File: src/rtl/oaram_rle_compressor_pkg.sv
// Shared definitions for the OARAM run-length compressor: entry layout,
// zero-run limits and FSM state encoding.
package oaram_rle_compressor_pkg;

  localparam int unsigned bits_of_indices = 4;
  localparam int unsigned MAX_RUN         = (1 << bits_of_indices) - 1;

  typedef struct packed {
    logic signed [15:0]            data;
    logic [bits_of_indices-1:0]    index;
  } oaram_entry_t;

  typedef enum logic [1:0] {
    S_IDLE,
    S_ACTIVE,
    S_FLUSH
  } state_t;

endpackage

File: src/rtl/oaram_rle_compressor_rle_run_encoder.sv
// Combinational zero-run encoder: decides whether a dense beat produces a
// compressed entry (nonzero value or full-run marker entry) and the next run.
// Optional build macro: OARAM_RLE_RELU_EN folds a ReLU into the zero test.
module rle_run_encoder #(
  parameter int unsigned DATA_W = 16,
  parameter int unsigned IDX_W  = 4
) (
  input  logic signed [DATA_W-1:0] in_data,
  input  logic [IDX_W-1:0]         run,
  output logic                     emit,
  output logic signed [DATA_W-1:0] ent_data,
  output logic [IDX_W-1:0]         ent_index,
  output logic [IDX_W-1:0]         next_run
);

  logic signed [DATA_W-1:0] data_eff;
  logic                     is_zero;
  logic                     run_full;

  // Emit on nonzero data, or on a zero that would overflow the run field.
  always_comb begin
    data_eff = in_data;
`ifdef OARAM_RLE_RELU_EN
    if (in_data[DATA_W-1]) data_eff = '0;
`endif
    is_zero   = (data_eff == '0);
    run_full  = (run == '1);
    emit      = !is_zero || run_full;
    ent_data  = data_eff;
    ent_index = run;
    next_run  = emit ? '0 : run + 1'b1;
  end

endmodule

File: src/rtl/oaram_rle_compressor.sv
// OARAM RLE compressor top: accepts the dense PPU stream, emits
// (value, zero-run) entries with their OARAM address, and reports the
// per-channel entry count. Optional build macro: OARAM_RLE_RELU_EN.
module oaram_rle_compressor
  import oaram_rle_compressor_pkg::*;
#(
  parameter int unsigned DATA_W = 16,
  parameter int unsigned IDX_W  = bits_of_indices,
  parameter int unsigned CNT_W  = 10,
  parameter int unsigned CH_W   = 3
) (
  input  logic                     clk,
  input  logic                     rst,
  input  logic                     in_valid,
  output logic                     in_ready,
  input  logic signed [DATA_W-1:0] in_data,
  input  logic                     in_last,
  input  logic [CH_W-1:0]          in_ch,
  output logic                     out_valid,
  input  logic                     out_ready,
  output logic signed [DATA_W-1:0] out_data,
  output logic [IDX_W-1:0]         out_index,
  output logic [CNT_W-1:0]         out_addr,
  output logic [CH_W-1:0]          out_ch,
  output logic                     ch_done,
  output logic [CNT_W-1:0]         ch_count,
  output logic [CH_W-1:0]          ch_count_ch,
  output logic                     ovf
);

  state_t                   state_q, state_d;
  logic [IDX_W-1:0]         run_q, run_d;
  logic [CNT_W-1:0]         cnt_q, cnt_d;
  logic [CH_W-1:0]          ch_q, ch_d;
  logic                     out_valid_q, out_valid_d;
  logic signed [DATA_W-1:0] out_data_q, out_data_d;
  logic [IDX_W-1:0]         out_index_q, out_index_d;
  logic [CNT_W-1:0]         out_addr_q, out_addr_d;
  logic [CH_W-1:0]          out_ch_q, out_ch_d;
  logic                     ch_done_q, ch_done_d;
  logic [CNT_W-1:0]         ch_count_q, ch_count_d;
  logic [CH_W-1:0]          ch_count_ch_q, ch_count_ch_d;
  logic                     ovf_q, ovf_d;

  logic                     enc_emit;
  logic signed [DATA_W-1:0] enc_data;
  logic [IDX_W-1:0]         enc_index;
  logic [IDX_W-1:0]         enc_next_run;
  logic                     out_free;
  logic                     accept;

  rle_run_encoder #(
    .DATA_W (DATA_W),
    .IDX_W  (IDX_W)
  ) u_enc (
    .in_data   (in_data),
    .run       (run_q),
    .emit      (enc_emit),
    .ent_data  (enc_data),
    .ent_index (enc_index),
    .next_run  (enc_next_run)
  );

  // Output register is free when empty or being drained this cycle.
  always_comb begin
    out_free = !out_valid_q || out_ready;
    in_ready = !rst && (state_q != S_FLUSH) && out_free;
    accept   = in_valid && in_ready;
  end

  // Next-state: FSM, run/entry counters, output register and channel report.
  always_comb begin
    state_d       = state_q;
    run_d         = run_q;
    cnt_d         = cnt_q;
    ch_d          = ch_q;
    out_valid_d   = out_valid_q;
    out_data_d    = out_data_q;
    out_index_d   = out_index_q;
    out_addr_d    = out_addr_q;
    out_ch_d      = out_ch_q;
    ch_done_d     = 1'b0;
    ch_count_d    = ch_count_q;
    ch_count_ch_d = ch_count_ch_q;
    ovf_d         = ovf_q;

    if (out_valid_q && out_ready) out_valid_d = 1'b0;

    case (state_q)
      S_IDLE, S_ACTIVE: begin
        if (accept) begin
          if (state_q == S_IDLE) ch_d = in_ch;
          run_d = enc_next_run;
          if (enc_emit) begin
            // A new entry overwrites a register being drained in the same cycle.
            out_valid_d = 1'b1;
            out_data_d  = enc_data;
            out_index_d = enc_index;
            out_addr_d  = cnt_q;
            out_ch_d    = (state_q == S_IDLE) ? in_ch : ch_q;
            if (cnt_q == '1) ovf_d = 1'b1;
            else             cnt_d = cnt_q + 1'b1;
          end
          state_d = in_last ? S_FLUSH : S_ACTIVE;
        end
      end
      S_FLUSH: begin
        // Report only once the channel's final entry has been handed off.
        if (out_free) begin
          ch_done_d     = 1'b1;
          ch_count_d    = cnt_q;
          ch_count_ch_d = ch_q;
          run_d         = '0;
          cnt_d         = '0;
          state_d       = S_IDLE;
        end
      end
      default: state_d = S_IDLE;
    endcase
  end

  // State and registered outputs.
  always_ff @(posedge clk) begin
    if (rst) begin
      state_q       <= S_IDLE;
      run_q         <= '0;
      cnt_q         <= '0;
      ch_q          <= '0;
      out_valid_q   <= 1'b0;
      out_data_q    <= '0;
      out_index_q   <= '0;
      out_addr_q    <= '0;
      out_ch_q      <= '0;
      ch_done_q     <= 1'b0;
      ch_count_q    <= '0;
      ch_count_ch_q <= '0;
      ovf_q         <= 1'b0;
    end else begin
      state_q       <= state_d;
      run_q         <= run_d;
      cnt_q         <= cnt_d;
      ch_q          <= ch_d;
      out_valid_q   <= out_valid_d;
      out_data_q    <= out_data_d;
      out_index_q   <= out_index_d;
      out_addr_q    <= out_addr_d;
      out_ch_q      <= out_ch_d;
      ch_done_q     <= ch_done_d;
      ch_count_q    <= ch_count_d;
      ch_count_ch_q <= ch_count_ch_d;
      ovf_q         <= ovf_d;
    end
  end

  assign out_valid   = out_valid_q;
  assign out_data    = out_data_q;
  assign out_index   = out_index_q;
  assign out_addr    = out_addr_q;
  assign out_ch      = out_ch_q;
  assign ch_done     = ch_done_q;
  assign ch_count    = ch_count_q;
  assign ch_count_ch = ch_count_ch_q;
  assign ovf         = ovf_q;

endmodule

File: config.mk
export PLATFORM = sky130hd
export DESIGN_NAME = oaram_rle_compressor
export DESIGN_NICKNAME = d
export VERILOG_FILES = /design/src/rtl/oaram_rle_compressor_pkg.sv /design/src/rtl/oaram_rle_compressor_rle_run_encoder.sv /design/src/rtl/oaram_rle_compressor.sv
export SDC_FILE = /design/constraint.sdc
export NUM_CORES = 1
export LEC_CHECK = 0
export CAP_MARGIN = 30
export CORE_UTILIZATION = 40
export CTS_BUF_LIST = sky130_fd_sc_hd__clkbuf_2
export DETAILED_ROUTE_END_ITERATION = 7
export MAX_ROUTING_LAYER = met4
export PLACE_DENSITY = 0.7
export SYNTH_ARGS = -nofsm -noshare
export SYNTH_HDL_FRONTEND = slang
export SYNTH_HIERARCHICAL = 1
export SYNTH_SLANG_ARGS = --single-unit
File: constraint.sdc
create_clock -name clk -period 1.9 [get_ports clk]
set_clock_uncertainty 0.05 [all_clocks]
set_input_delay 0.285 -clock clk [delete_from_list [all_inputs] [get_ports clk]]
set_output_delay 0.285 -clock clk [all_outputs]
set_load 0.01 [all_outputs]
==> flow_summary.json, run 1 <==
{
  "antenna_found_initial": 0,
  "ys_seq_area_frac": 0.4531,
  "syn_area_mm2": 0.003004,
  "via_count": 2865,
  "critPathCaptureType": "flop",
  "register_area_mm2": 0.001364,
  "grt_pass1_wl_um": 11470,
  "power_density_mw_per_mm2": 641.3,
  "maxCapViolCount": 0,
  "io_buffers": 73,
  "multi_input_area_mm2": 0.001481,
  "fill_cells": 660,
  "root_buffer": "clkbuf_2",
  "postLayoutCellArea_mm2": 0.004289,
  "tightest_slew_ns": 0.4853,
  "cts_tree": "done",
  "worst-setup-path-type": "flop to flop",
  "synth_top_flop_cell": "dfxtp_1",
  "num_rows": 31,
  "drv_slew": 0,
  "postSynthCellCount": 360,
  "drive_gt1_frac": 0.2304,
  "wire_per_inst_um": 14.03,
  "drc": 0,
  "path_cells": "ha_4 > and3_4 > or2_4 > nor3b_4 > and3_4 > a41oi_2 > a311oi_1",
  "vias_per_cell": 5.247,
  "rsz0062_at_grt": "yes",
  "grt_max_degree": 47,
  "p_total_w": 0.002751,
  "first_global_vias": 2453,
  "synthArstFlopShare": 0,
  "crit_required_ns": 2.23,
  "leakage_nw": 1.620,
  "synth_nets": 386,
  "slowest_delay_ns": 0.39,
  "status": "complete, no violations",
  "first_pass_iters": 4,
  "hold_viol": 0,
  "setup_viol": 0,
  "clock_sinks": 68,
  "synth_edf_count": 0,
  "cts_inserted_buffers": 9,
  "synth_common_cells": "nand2_1, dfxtp_1, a21oi_1",
  "period_needed_ns": 1.888,
  "hold_class": "input pin to flop",
  "clk_path_buf_depth": 2,
  "drt_iter0_drc": 259,
  "diodes": 0,
  "yosysMostFrequentCell": "nand2_1",
  "synth_top_area_share": 0.4531,
  "chipWidth_um": 88.66,
  "syn2layout_area_growth_pct": 42.77,
  "grt_usage": 0.1950,
  "insertion_delay_ns": 0.48,
  "cp-start-kind": "flop",
  "fin_setup_tns_ns": 0,
  "cts.clk_slew.worst_paths_ns": 0.18,
  "relSlewSlack": 0.6765,
  "ant_nets": 0,
  "crit_family": "simple AND/OR/NAND/NOR gates",
  "cts.htree.levels": 3,
  "cpMostUsedCell": "and3_4",
  "finalCritPeriodShare": 0.9936,
  "avgSynthCellArea_um2": 8.345,
  "routed_wl_um": 7661,
  "worst_path_max_delay_cell": "dfxtp_2",
  "fmax_mhz": 529.7,
  "die_h_um": 88.66,
  "dp.cells": 523,
  "ys_ff_latch": 68,
  "holdBufCountCts": 0,
  "hpwlAfterDp_um": 5106,
  "worstPathMaxFanout": 8,
  "cp.arrival_ns": 2.22,
  "synth_area_leaders": "dfxtp_1, nand2_1, a21oi_1",
  "finalNonFillerCells": 546,
  "overflow": 0,
  "placed_area_mm2": 0.003847,
  "finalNetCount": 470,
  "die_area_mm2": 0.007861,
  "synth_top_area_cell": "dfxtp_1",
  "yosysWarnings": 6,
  "ir_drop_v": 0.0002992,
  "place_congestion": 0.8580,
  "start_util": 0.4142,
  "crit_buf_inv": 0,
  "core_area_mm2": 0.007253,
  "yosys.cell_types.count": 44,
  "pin_count": 74
}
-- path summary, 6_finish.rpt --
check	start	depth (start not counted)	slack [ns]	to
max	run_q[0]	7	0.01	cnt_q[9]
min	in_data[4]	3	0.05	out_data[4]
max reg2reg	run_q[0]	7	0.01	cnt_q[9]
min reg2reg	out_data[13]	2	0.41	out_data[13]
-- power by group --
| group | internal, W | switching [W] |
|---|---|---|
| registers | 0.00146 | 0.0000186 |
| clock network | 0.000430 | 0.000476 |
| logic | 0.000182 | 0.000183 |
-- cells by family (layout without fill, tap and decap cells) --
family          count (synthesis)  count (layout)  synth area share
buf+inv                        48             135            0.1154
xor+xnor                        2               2          0.005832
fa+ha+maj                       2               2          0.008329
compound gates                 85              85            0.1712
simple gates                  155             155            0.2461
flops                          68              68            0.4531
-- metal layers --
layer / part of all wire / vias up / track usage
met5: 0 / - / -
met4: 0.022 / 0 / 0.08504
met3: 0.052 / 14 / 0.03265
met2: 0.48 / 102 / 0.2937
met1: 0.45 / 1346 / 0.2569
li1: - / 1403 / -
-- layout make-up --
type,count,area share
inverter,1,0.0008751
clock buffer,11,0.01284
multi-input combinational,244,0.3454
tap,99,0.02888
clock inverter,3,0.01488
timing repair buffer,120,0.2792
sequential,68,0.3180
-- per-stage QoR --
step,worst slack [ns],utilization,hold slack [ns]
floorplan,-0.01456,-,0.3833
global placement,-0.5647,0.5304,0.3923
detailed placement,-0.6289,0.5304,0.3959
CTS,0.004983,0.5534,0.1149
global route,-0.08112,0.5913,0.01607
finish,0.01225,0.5913,0.05218
-- cell usage in the layout, fill, tap and decap left out, types with 3 or more instances in the layout --
master           count
nor4_4               4
buf_4               38
dfxtp_1             66
buf_12               3
nor3_1               5
a21oi_2             10
a211oi_1             7
nand2_2              4
clkbuf_16            3
nand4_1              5
nand2_4              5
dlygate4sd2_1        6
clkbuf_2            11
nand2_1             89
a22oi_1              4
o21ai_0              6
a21oi_1             40
o311ai_1             3
clkdlybuf4s50_1     59
nor2_1              13
nand3_1              8
dlymetal6s2s_1       7
-- sequential cells by signal, summed over array words and instances, names as in the netlist --
name and flops:
state_q 2, ch_q 3, ch_count 10, cnt_q 10, run_q 4, out_ch 3, ch_done 1, out_addr 10
out_data 16, ovf 1, out_valid 1, out_index 4, ch_count_ch 3
-- worst min-delay path, cell delays in order --
cell and delay, ns:
dlymetal6s2s_1 0.16, nand2_1 0.07, a21oi_1 0.05
-- repair_timing --
| item | in CTS | in global routing |
|---|---|---|
| pin swaps | 4 | 31 |
| resized for setup | 13 | 54 |
| cloned | 0 | 3 |
| setup buffers | 4 | 2 |
| endpoints found under the setup margin | 32 | 46 |
Power figures use the tool's default switching activity.
==> run 2, diff against run 1 <==
--- a/config.mk
+++ b/config.mk
@@ -11,6 +11,7 @@
 export DETAILED_ROUTE_END_ITERATION = 7
 export MAX_ROUTING_LAYER = met4
 export PLACE_DENSITY = 0.7
+export REMOVE_ABC_BUFFERS = 1
 export SYNTH_ARGS = -nofsm -noshare
 export SYNTH_HDL_FRONTEND = slang
 export SYNTH_HIERARCHICAL = 1
==> run 2 against run 1 <==
  * Die area stayed put
  * Largest power group unchanged
  * Critical endpoint unchanged
  * Critical path type unchanged
  * Routed wire length up 0.21%
  * Sequential share of layout area rose by 1.0 points
==> flow_summary.json, run 2 (synthesized netlist as in run 1, its figures left out) <==
{
  "grt_max_degree": 48,
  "maxCapViolCount": 0,
  "ir_drop_v": 0.0002606,
  "tightest_slew_ns": 0.4910,
  "grt_pass1_wl_um": 11290,
  "postLayoutCellArea_mm2": 0.004156,
  "power_frac_clock": 0.264,
  "ant_nets": 0,
  "worst-setup-path-type": "flop to flop",
  "placed_area_mm2": 0.003844,
  "pwr-share-seq": 0.591,
  "root_buffer": "clkbuf_2",
  "drv_slew": 0,
  "insertion_delay_ns": 0.51,
  "p_total_w": 0.002506,
  "met3_usage": 0.04011,
  "setup_viol": 0,
  "first_pass_iters": 4,
  "pin_count": 74,
  "hold_class": "input pin to flop",
  "crit_required_ns": 2.26,
  "wire_per_inst_um": 14.03,
  "worstPathMaxFanout": 7,
  "intPower_w": 0.001797,
  "dp.cells": 526,
  "core_area_mm2": 0.007253,
  "largest_reg_flops": 16,
  "vias_per_cell": 5.079,
  "clk_path_buf_depth": 2,
  "chipWidth_um": 88.66,
  "period_needed_ns": 1.884,
  "whs_ns": 0.02643,
  "switching_power_w": 0.0007090,
  "swShare": 0.2829,
  "rsz0062_at_grt": "yes",
  "fmax_mhz": 530.8,
  "pwr-share-comb": 0.145,
  "antenna_found_initial": 0,
  "num_rows": 31,
  "cp-start-kind": "flop",
  "startpoint": "run_q[0]",
  "cts_inserted_buffers": 9,
  "io_buffers": 73,
  "drive_gt1_frac": 0.1964,
  "power_density_mw_per_mm2": 603.0,
  "first_global_vias": 2460,
  "layout_common_cells": "nand2_1, dfxtp_1, clkdlybuf4s50_1, a21oi_1, buf_4",
  "finalCritPeriodShare": 0.9916,
  "die_area_mm2": 0.007861,
  "final_common_cell": "nand2_1",
  "via_count": 2778,
  "finalNetCount": 469,
  "place_congestion": 0.8598,
  "hold_viol": 0,
  "die_h_um": 88.66,
  "overflow": 0,
  "cts.clk_slew.worst_paths_ns": 0.19,
  "start_util": 0.4142,
  "clock_sinks": 68,
  "hpwlAfterDp_um": 5136,
  "fill_cells": 659,
  "cp.arrival_ns": 2.25,
  "leakage_nw": 1.543,
  "syn2layout_area_growth_pct": 38.36,
  "register_area_mm2": 0.001364,
  "regToRegStartpoint": "run_q[0]",
  "grt_use_met2": 0.2937,
  "cts.htree.levels": 3,
  "busiest_layer": "met2",
  "hold_start": "in_data[14]",
  "grtUsageMet1": 0.2460,
  "final_util": 0.5731,
  "multi_input_area_mm2": 0.001419,
  "drt_iter0_drc": 156,
  "routed_wl_um": 7677,
  "critPathCaptureType": "flop",
  "finalNonFillerCells": 547,
  "grt_usage": 0.1929,
  "relSlewSlack": 0.6727,
  "status": "complete, no violations",
  "diodes": 0,
  "drc": 0,
  "cts_tree": "done"
}
-- run 2: cell count changes in the layout (fill, tap and decap cells not counted), sizes merged, moves of 2 or more --
| cell | change |
|---|---|
| bufinv | -2 |
| clkbuf | -2 |
| clkinv | +5 |
| dlygate4sd2 | -6 |
| dlymetal6s2s | +4 |
-- run 2: final cells by class --
cell class | count | share of cell area
multi-input cells | 244 | 0.3414
flip-flops and latches | 68 | 0.3281
repair buffers | 119 | 0.2809
well taps | 99 | 0.02980
clock buffers | 9 | 0.01084
clock inverters | 7 | 0.008128
inverters | 1 | 0.0009031
-- run 2: critical path, stage by stage, from the launching register on --
cell and delay (ns):
dfxtp_2 0.40, ha_4 0.14, and3_4 0.18, or2_4 0.11
nor3b_4 0.19, and3_4 0.31, a41oi_2 0.15, a311oi_2 0.28
-- run 2: power groups by stage --
| stage | logic [W] | registers (W) | clock network [W] |
|---|---|---|---|
| after CTS | 0.000331 | 0.00148 | 0.000675 |
| after global placement | 0.000320 | 0.00151 | 0 |
| after global routing | 0.000390 | 0.00149 | 0.000756 |
| after floorplan | 0.0000963 | 0.00152 | 0 |
| final | 0.000364 | 0.00148 | 0.000661 |
| after detailed placement | 0.000325 | 0.00151 | 0 |
-- run 2: timing repair --
item                                    CTS  global route
endpoints found under the hold margin     0             1
gates cloned                              0             2
pin swaps                                 3            14
hold buffers                              0             1
endpoints found under the setup margin   43            43
gates resized for setup                  10            34
setup buffers                             0             2
-- run 2: path summary, 6_finish.rpt --
check	depth (start not counted)	endpoint	slack, ns
worst max-delay path	7	cnt_q[9]	0.02
worst max register to register	7	cnt_q[9]	0.02
worst min-delay path	3	out_data[14]	0.03
worst min register to register	2	ch_count_ch[0]	0.41
-- run 2: through the flow --
step,setup slack (ns),setup TNS [ns]
floorplan,-0.6160,-17.39
global placement,-0.6455,-26.53
detailed placement,-0.6587,-27.24
CTS,0.0006682,0
global route,-0.07899,-0.4488
finish,0.01590,0
-- run 2: metal layers --
metal | vias to the layer above | wire (µm)
li1 | 1388 | -
met1 | 1287 | 3408
met2 | 90 | 3745
met3 | 13 | 394
met4 | 0 | 127
met5 | - | 0
